<file path="src/rtl/pwm_audio_pkg.sv">
// Shared types and constants for the PWM audio output path.
// Latency: n/a (declarations only).
// Backpressure: n/a.
// Contents: env_state_t envelope states, MIDSCALE silence level, FRAME_LEN
// PWM frame length in clocks, and sat_inc8 saturating increment.
package pwm_audio_pkg;

  typedef enum logic [1:0] {
    IDLE      = 2'd0,
    RAMP_UP   = 2'd1,
    PLAY      = 2'd2,
    RAMP_DOWN = 2'd3
  } env_state_t;

  localparam logic [7:0] MIDSCALE  = 8'd128;
  localparam int         FRAME_LEN = 256;
  localparam logic [7:0] CNT_LAST  = 8'(FRAME_LEN - 1);

  // Add one without wrapping past full scale.
  function automatic logic [7:0] sat_inc8(input logic [7:0] v, input logic inc);
    logic [7:0] r;
    r = v;
    if (inc && (v != 8'hFF)) begin
      r = v + 8'd1;
    end
    return r;
  endfunction

endpackage

</file>
<file path="src/rtl/pwm_audio_out_if.sv">
// Bundle of the mixer-side inputs and the PWM-side outputs of pwm_audio_out.
// Latency: n/a (wires only).
// Backpressure: none; sample_valid is a one-cycle strobe that is always accepted.
// Ports (master drives): enable, sample[7:0], sample_valid, volume[VOL_W-1:0]
// Ports (slave drives):  pwm_out, frame_start, active
interface pwm_audio_out_if #(
  parameter int VOL_W = 4
);
  logic             enable;
  logic [7:0]       sample;
  logic             sample_valid;
  logic [VOL_W-1:0] volume;
  logic             pwm_out;
  logic             frame_start;
  logic             active;

  modport master (
    output enable, sample, sample_valid, volume,
    input  pwm_out, frame_start, active
  );

  modport slave (
    input  enable, sample, sample_valid, volume,
    output pwm_out, frame_start, active
  );
endinterface

</file>
<file path="src/rtl/pwm_envelope.sv">
// Fade-in/fade-out envelope: state machine plus level env, advanced only at frame edges.
// Latency: state/env change on the clock edge where frame_edge is high.
// Backpressure: none; enable is level-sensitive and only looked at on frame edges.
// Ports: clk, rst (async active-high), frame_edge (cnt==last), enable,
//        env[VOL_W-1:0] current level, state current envelope state.
module pwm_envelope
  import pwm_audio_pkg::*;
#(
  parameter int RAMP_SHIFT = 4,
  parameter int VOL_W      = 4
) (
  input  logic             clk,
  input  logic             rst,
  input  logic             frame_edge,
  input  logic             enable,
  output logic [VOL_W-1:0] env,
  output env_state_t       state
);

  // A zero RAMP_SHIFT still needs a one-bit step register; with STEP_LAST=0
  // it wraps on every frame.
  localparam int               STEP_W    = (RAMP_SHIFT > 0) ? RAMP_SHIFT : 1;
  localparam logic [STEP_W-1:0] STEP_LAST = STEP_W'((1 << RAMP_SHIFT) - 1);
  localparam logic [VOL_W-1:0]  ENV_MAX   = '1;
  localparam logic [VOL_W-1:0]  ENV_ZERO  = '0;

  env_state_t        state_q, state_d;
  logic [VOL_W-1:0]  env_q, env_d;
  logic [STEP_W-1:0] step_q, step_d;
  logic              step_wrap;
  logic [STEP_W-1:0] step_inc;

  always_comb begin
    state_d   = state_q;
    env_d     = env_q;
    step_d    = step_q;
    step_wrap = (step_q == STEP_LAST);
    step_inc  = step_wrap ? '0 : step_q + 1'b1;

    if (frame_edge) begin
      case (state_q)
        IDLE: begin
          if (enable) begin
            state_d = RAMP_UP;
            env_d   = ENV_ZERO;
            step_d  = '0;
          end
        end

        RAMP_UP: begin
          if (!enable) begin
            // Fade out from wherever the fade-in had got to.
            state_d = RAMP_DOWN;
            step_d  = '0;
          end else if (env_q == ENV_MAX) begin
            // Re-enabled at full level during a fade-out.
            state_d = PLAY;
          end else begin
            step_d = step_inc;
            if (step_wrap) begin
              env_d = env_q + 1'b1;
              if (env_q == ENV_MAX - 1'b1) begin
                state_d = PLAY;
              end
            end
          end
        end

        PLAY: begin
          if (!enable) begin
            state_d = RAMP_DOWN;
            step_d  = '0;
          end
        end

        RAMP_DOWN: begin
          if (enable) begin
            // Fade back in from the current level; never passes through IDLE.
            state_d = RAMP_UP;
            step_d  = '0;
          end else if (env_q == ENV_ZERO) begin
            state_d = IDLE;
          end else begin
            step_d = step_inc;
            if (step_wrap) begin
              env_d = env_q - 1'b1;
              if (env_q == ENV_ZERO + 1'b1) begin
                state_d = IDLE;
              end
            end
          end
        end

        default: begin
          state_d = IDLE;
        end
      endcase
    end
  end

  always_ff @(posedge clk or posedge rst) begin
    if (rst) begin
      state_q <= IDLE;
      env_q   <= '0;
      step_q  <= '0;
    end else begin
      state_q <= state_d;
      env_q   <= env_d;
      step_q  <= step_d;
    end
  end

  assign env   = env_q;
  assign state = state_q;

endmodule

</file>
<file path="src/rtl/pwm_audio_out.sv">
// 8-bit sample to 1-bit PWM pin, scaled by min(volume, envelope), frame = 256 clk.
// Latency: sample held 1 cycle after strobe, applied at the next frame edge; pwm_out lags cnt by 1.
// Backpressure: none; every sample_valid strobe overwrites the held sample.
// Ports: clk, rst (async active-high), bus (pwm_audio_out_if.slave):
//   in enable, sample[7:0], sample_valid, volume[VOL_W-1:0]; out pwm_out, frame_start, active.
// Build option: define PWM_NOISE_SHAPE_EN for first-order noise shaping of the truncated bits.
module pwm_audio_out
  import pwm_audio_pkg::*;
#(
  parameter int RAMP_SHIFT = 4,
  parameter int VOL_W      = 4
) (
  input  logic           clk,
  input  logic           rst,
  pwm_audio_out_if.slave bus
);

  // centered (9b signed) * eff (VOL_W unsigned + sign) needs 9+VOL_W+1 bits.
  localparam int P_W = 9 + VOL_W + 1;

  logic [7:0]             cnt_q, cnt_d;
  logic [7:0]             held_q, held_d;
  logic [7:0]             duty_q, duty_d;
  logic                   pwm_out_q, pwm_out_d;
  logic                   frame_start_q, frame_start_d;
  logic                   frame_edge;

  logic [VOL_W-1:0]       env;
  env_state_t             state;
  logic [VOL_W-1:0]       eff;
  logic signed [8:0]      centered;
  logic signed [P_W-1:0]  product;
  logic [7:0]             duty_base;
  logic [7:0]             duty_next;

  pwm_envelope #(
    .RAMP_SHIFT (RAMP_SHIFT),
    .VOL_W      (VOL_W)
  ) u_envelope (
    .clk        (clk),
    .rst        (rst),
    .frame_edge (frame_edge),
    .enable     (bus.enable),
    .env        (env),
    .state      (state)
  );

  assign frame_edge = (cnt_q == CNT_LAST);

  // Scaling. The scaled offset always lies within -120..+119, so only the
  // low 8 bits above the truncated fraction are needed and modulo-256
  // addition to MIDSCALE gives the exact duty.
  always_comb begin
    eff       = (env < bus.volume) ? env : bus.volume;
    centered  = $signed({1'b0, held_q}) - $signed({1'b0, MIDSCALE});
    product   = P_W'(centered) * $signed({{(P_W - VOL_W){1'b0}}, eff});
    duty_base = MIDSCALE + product[VOL_W+7:VOL_W];
  end

`ifdef PWM_NOISE_SHAPE_EN
  // The truncated fraction is accumulated once per frame; each carry out
  // adds one extra high cycle, so the long-run average keeps the fraction.
  logic [VOL_W-1:0]       err_q, err_d;
  logic [VOL_W:0]         err_sum;
  logic [P_W-VOL_W-9:0]   unused_hi;

  always_comb begin
    err_sum   = {1'b0, err_q} + {1'b0, product[VOL_W-1:0]};
    duty_next = sat_inc8(duty_base, err_sum[VOL_W]);
    err_d     = err_q;
    if (state == IDLE) begin
      err_d = '0;
    end else if (frame_edge) begin
      err_d = err_sum[VOL_W-1:0];
    end
  end

  always_ff @(posedge clk or posedge rst) begin
    if (rst) begin
      err_q <= '0;
    end else begin
      err_q <= err_d;
    end
  end

  assign unused_hi = product[P_W-1:VOL_W+8];
`else
  logic [P_W-VOL_W-9:0]   unused_hi;
  logic [VOL_W-1:0]       unused_frac;

  assign duty_next   = duty_base;
  assign unused_hi   = product[P_W-1:VOL_W+8];
  assign unused_frac = product[VOL_W-1:0];
`endif

  always_comb begin
    cnt_d         = cnt_q + 8'd1;
    // A strobe in the cnt=255 cycle lands in held_q on the same edge that
    // loads duty, so that duty still uses the previous held value.
    held_d        = bus.sample_valid ? bus.sample : held_q;
    duty_d        = frame_edge ? duty_next : duty_q;
    pwm_out_d     = (state != IDLE) && (cnt_q < duty_q);
    frame_start_d = (cnt_q == 8'd0);
  end

  always_ff @(posedge clk or posedge rst) begin
    if (rst) begin
      cnt_q         <= 8'd0;
      held_q        <= MIDSCALE;
      duty_q        <= MIDSCALE;
      pwm_out_q     <= 1'b0;
      frame_start_q <= 1'b0;
    end else begin
      cnt_q         <= cnt_d;
      held_q        <= held_d;
      duty_q        <= duty_d;
      pwm_out_q     <= pwm_out_d;
      frame_start_q <= frame_start_d;
    end
  end

  assign bus.pwm_out     = pwm_out_q;
  assign bus.frame_start = frame_start_q;
  assign bus.active      = (state != IDLE);

endmodule

</file>
<file path="src/flat_wrapper.sv">
// flat-port wrapper written by rule: the top's interface ports become plain ports
module pwm_audio_out_flat import pwm_audio_pkg::*;
#(
  parameter int RAMP_SHIFT = 4,
  parameter int VOL_W      = 4
)
  (clk, rst, bus_enable, bus_sample, bus_sample_valid, bus_volume, bus_pwm_out, bus_frame_start, bus_active);
  pwm_audio_out_if #(.VOL_W(VOL_W)) bus_i ();
  input  logic clk;
  input  logic rst;
  input wire logic [$bits(bus_i.enable)-1:0] bus_enable;
  input wire logic [$bits(bus_i.sample)-1:0] bus_sample;
  input wire logic [$bits(bus_i.sample_valid)-1:0] bus_sample_valid;
  input wire logic [$bits(bus_i.volume)-1:0] bus_volume;
  output wire logic [$bits(bus_i.pwm_out)-1:0] bus_pwm_out;
  output wire logic [$bits(bus_i.frame_start)-1:0] bus_frame_start;
  output wire logic [$bits(bus_i.active)-1:0] bus_active;
  assign bus_i.enable = bus_enable;
  assign bus_i.sample = bus_sample;
  assign bus_i.sample_valid = bus_sample_valid;
  assign bus_i.volume = bus_volume;
  assign bus_pwm_out = bus_i.pwm_out;
  assign bus_frame_start = bus_i.frame_start;
  assign bus_active = bus_i.active;
  pwm_audio_out #(.RAMP_SHIFT(RAMP_SHIFT), .VOL_W(VOL_W)) u_core (.clk(clk), .rst(rst), .bus(bus_i));
endmodule
</file>
<file path="config.mk">
export PLATFORM = sky130hd
export DESIGN_NAME = pwm_audio_out_flat
export DESIGN_NICKNAME = d
export VERILOG_FILES = /design/src/rtl/pwm_audio_pkg.sv /design/src/rtl/pwm_audio_out_if.sv /design/src/rtl/pwm_envelope.sv /design/src/rtl/pwm_audio_out.sv /design/src/flat_wrapper.sv
export SDC_FILE = /design/constraint.sdc
export NUM_CORES = 1
export LEC_CHECK = 0
export CAP_MARGIN = 20
export CORE_ASPECT_RATIO = 0.6
export CORE_MARGIN = 5
export CORE_UTILIZATION = 59
export CTS_CLUSTER_DIAMETER = 40
export DETAILED_ROUTE_END_ITERATION = 12
export DONT_BUFFER_PORTS = 1
export GPL_TIMING_DRIVEN = 0
export PLACE_DENSITY = 0.78
export SYNTH_ARGS = -nofsm -noshare
export SYNTH_HDL_FRONTEND = slang
export SYNTH_HIERARCHICAL = 1
export SYNTH_SLANG_ARGS = --single-unit
</file>
<file path="constraint.sdc">
create_clock -name clk -period 4.35 [get_ports clk]
set_input_delay 1.0875 -clock clk [delete_from_list [all_inputs] [get_ports clk]]
set_output_delay 1.0875 -clock clk [all_outputs]
set_load 0.1 [all_outputs]
</file>
==> reports/qor.yml <==
power_leakage_uw: 0.00197
synthCells: 353
vias: 2562
dpl.hpwl_mm: 5.21
fin_crit_sh_pct: 111
clockBufferDepth: 2
final_common_cell: "inv_1"
fin_util_pct: 72.6
reg2regPathDepth: 17
final_cell_mix: "35 x inv_1, 34 x dfrtp_1, 30 x ha_1, 26 x nand2_1, 16 x buf_4"
ys_warn_count: 6
grt_pass1_wl_mm: 11.8
top_layer_used: "met4"
port_buffers: 0
synth.avg_cell_area_sq_um: 9.50
synth_nets: 426
dr_wl_met3_um: 381
syn2layout_area_growth_pct: 20.1
worst_pin_slew_ns: 0.873
relSlewSlack_pct: 41.8
via_per_inst: 5.56
irDropWorstVdd_uv: 172
root_buffer: "clkbuf_8"
ys_seq_area_share_pct: 27.0
tns_ns: -2.21
wl_met1_mm: 3.68
max_freq_mhz: 208
synth-main-ff-cell: "dfrtp_1"
drt_iter0_drc: 192
die_area_sq_um: 7340
synth_edf_count: 0
failed_checks: "negative setup slack"
grt_max_degree: 27
dr.pass1.iters: 4
wl_per_cell_um: 16.2
totalWireLength_mm: 7.48
die_x_um: 107
dp_cells: 433
whs_path_depth: 2
fin_ws_ns: -0.465
final_hold_viol_count: 0
critPathKind: "in -> reg"
cp.arrival_ns: 4.98
diodes: 0
synth-seq-cells: 36
htreeDepth: 2
antenna_found_initial: 0
clock_latency_ns: 0.29
nets: 453
ys_async_sr_fraction_pct: 100
setup.worst_path.start_class: "input port"
grt_util_all_layers_pct: 20.7
syn_area_sq_um: 3350
critical_path_required_ns: 4.52
crit_fanout: 5
met2RoutedLength_mm: 3.33
fillers: 391
overflow: 0
critPathCaptureType: "flop"
rsz0062_at_grt: "true"
hold_ws_ns: 0.490
drc: 0
power_density_nw_per_um2: 225
power_uw: 907
layout_min_cycle_time_ns: 4.81
placementRows: 21
ios: 19
final_cells: 461
finalSetupViolations: 8
ys_types: 58
drv_slew: 0
drtAntennaViolNets: 0
cts_tree: "yes"
grt_pass1_vias: 2392
drive_gt1_share_pct: 27.0
skew_ns: 0.00911
core_area_sq_um: 5540
status: "finished, violations left"
drv_cap: 0
clkTransAtPathRegs_ns: 0.08
hold_class: "reg -> reg"
cts_buffers: 5
hold_buffers: 0
start_util_pct: 60.5
gp_congestion: 0.863
cts.sinks: 36
die_y_um: 68.4
power breakdown:
group	leakage, uW	switching (uW)	total, uW	internal [uW]
clock	0.0000541	127	297	170
sequential	0.000424	10.4	353	343
combinational	0.00149	126	257	131
total	0.00197	264	907	643
routing by layer:
| metal | GRT usage (%) | vias up |
|---|---|---|
| met1 | 31.4 | 1242 |
| met5 | 0 | - |
| met3 | 5.09 | 10 |
| met4 | 3.67 | 0 |
| met2 | 30.1 | 66 |
| li1 | - | 1244 |
synth_stat cells (4+ instances only):
| cell type | count | share of area (%) |
|---|---|---|
| a21o_1 | 8 | 1.8 |
| nand2_1 | 26 | 2.9 |
| dfrtp_1 | 34 | 25 |
| fa_1 | 15 | 9.0 |
| xor2_1 | 7 | 1.8 |
| mux2_2 | 9 | 3.0 |
| and2_1 | 11 | 2.1 |
| xnor2_1 | 12 | 3.1 |
| ha_1 | 42 | 16 |
| nor2_1 | 9 | 1.0 |
| o21ai_0 | 9 | 1.3 |
| mux2i_1 | 4 | 1.2 |
| o21ai_1 | 15 | 2.2 |
| nand3_1 | 6 | 0.90 |
| nor3_1 | 6 | 0.90 |
| inv_1 | 48 | 5.4 |
| nand2b_1 | 9 | 1.7 |
| a21oi_1 | 8 | 1.2 |
| nor2b_1 | 17 | 3.2 |
critical path, cell delays in order:
cell,delay [ns]
inv_8,0.01
ha_4,0.26
o21ai_4,0.06
and2b_2,0.23
nor2_4,0.16
mux2i_4,0.32
buf_6,0.14
nor2b_1,0.04
ha_2,0.26
fa_1,0.57
fa_1,0.46
ha_4,0.26
and3_4,0.17
a221o_1,0.32
a21o_1,0.18
a41oi_2,0.16
xor2_1,0.17
o21ai_1,0.09
through the flow:
step                setup slack (ns)  cell area (sq um)
floorplan                     -0.528               3490
global placement              -0.773               3590
detailed placement            -0.752               3590
CTS                           -0.437               3820
global route                  -0.553               4030
finish                        -0.465               4030
area by class of cell:
cell class / count / area, sq um / share of cell area, %
buffer: 6 / 51.3 / 1.27
clock buffer: 5 / 68.8 / 1.71
clock inverter: 3 / 42.5 / 1.06
inverter: 49 / 204 / 5.07
multi-input combinational: 262 / 2470 / 61.4
sequential: 36 / 903 / 22.4
tap: 80 / 100 / 2.49
timing repair buffer: 20 / 185 / 4.60
final timing paths:
kind	from	endpoint	slack, ns
max	bus_volume[2]	u_core/duty_q[5]	-0.46
min	u_core/duty_q[7]	u_core/duty_q[7]	0.49
max reg2reg	u_core/u_envelope/env[3]	u_core/duty_q[5]	-0.23
min reg2reg	u_core/duty_q[7]	u_core/duty_q[7]	0.49
max in group asynchronous	rst	u_core/held_q[7]	3.31
min in group asynchronous	rst	u_core/bus.pwm_out	0.58
registers in the layout (all words and copies together) (netlist names):
signal                    flops
u_core/u_envelope/state       2
u_core/bus.frame_start        1
u_core/bus.pwm_out            1
u_core/held_q                 8
u_core/duty_q                 8
u_core/u_envelope/env         4
u_core/u_envelope/step_q      4
u_core/cnt_q                  8
kinds of logic after synthesis:
logic type	Yosys count	share of synthesized area, %
adder cells (fa/ha/maj)	57	24.6
AO/OA/AOI/OAI	64	13.3
multiplexers	15	4.89
flip-flops	36	27.0
AND/OR/NAND/NOR	107	18.2
buffers and inverters	55	7.02
XOR/XNOR	19	4.96
repair_timing:
item	in CTS	in global routing
setup buffers	9	10
resized for setup	12	24
setup endpoints to repair	8	8
pin swaps	21	26
Note: power is estimated with default switching activity, not from simulation.
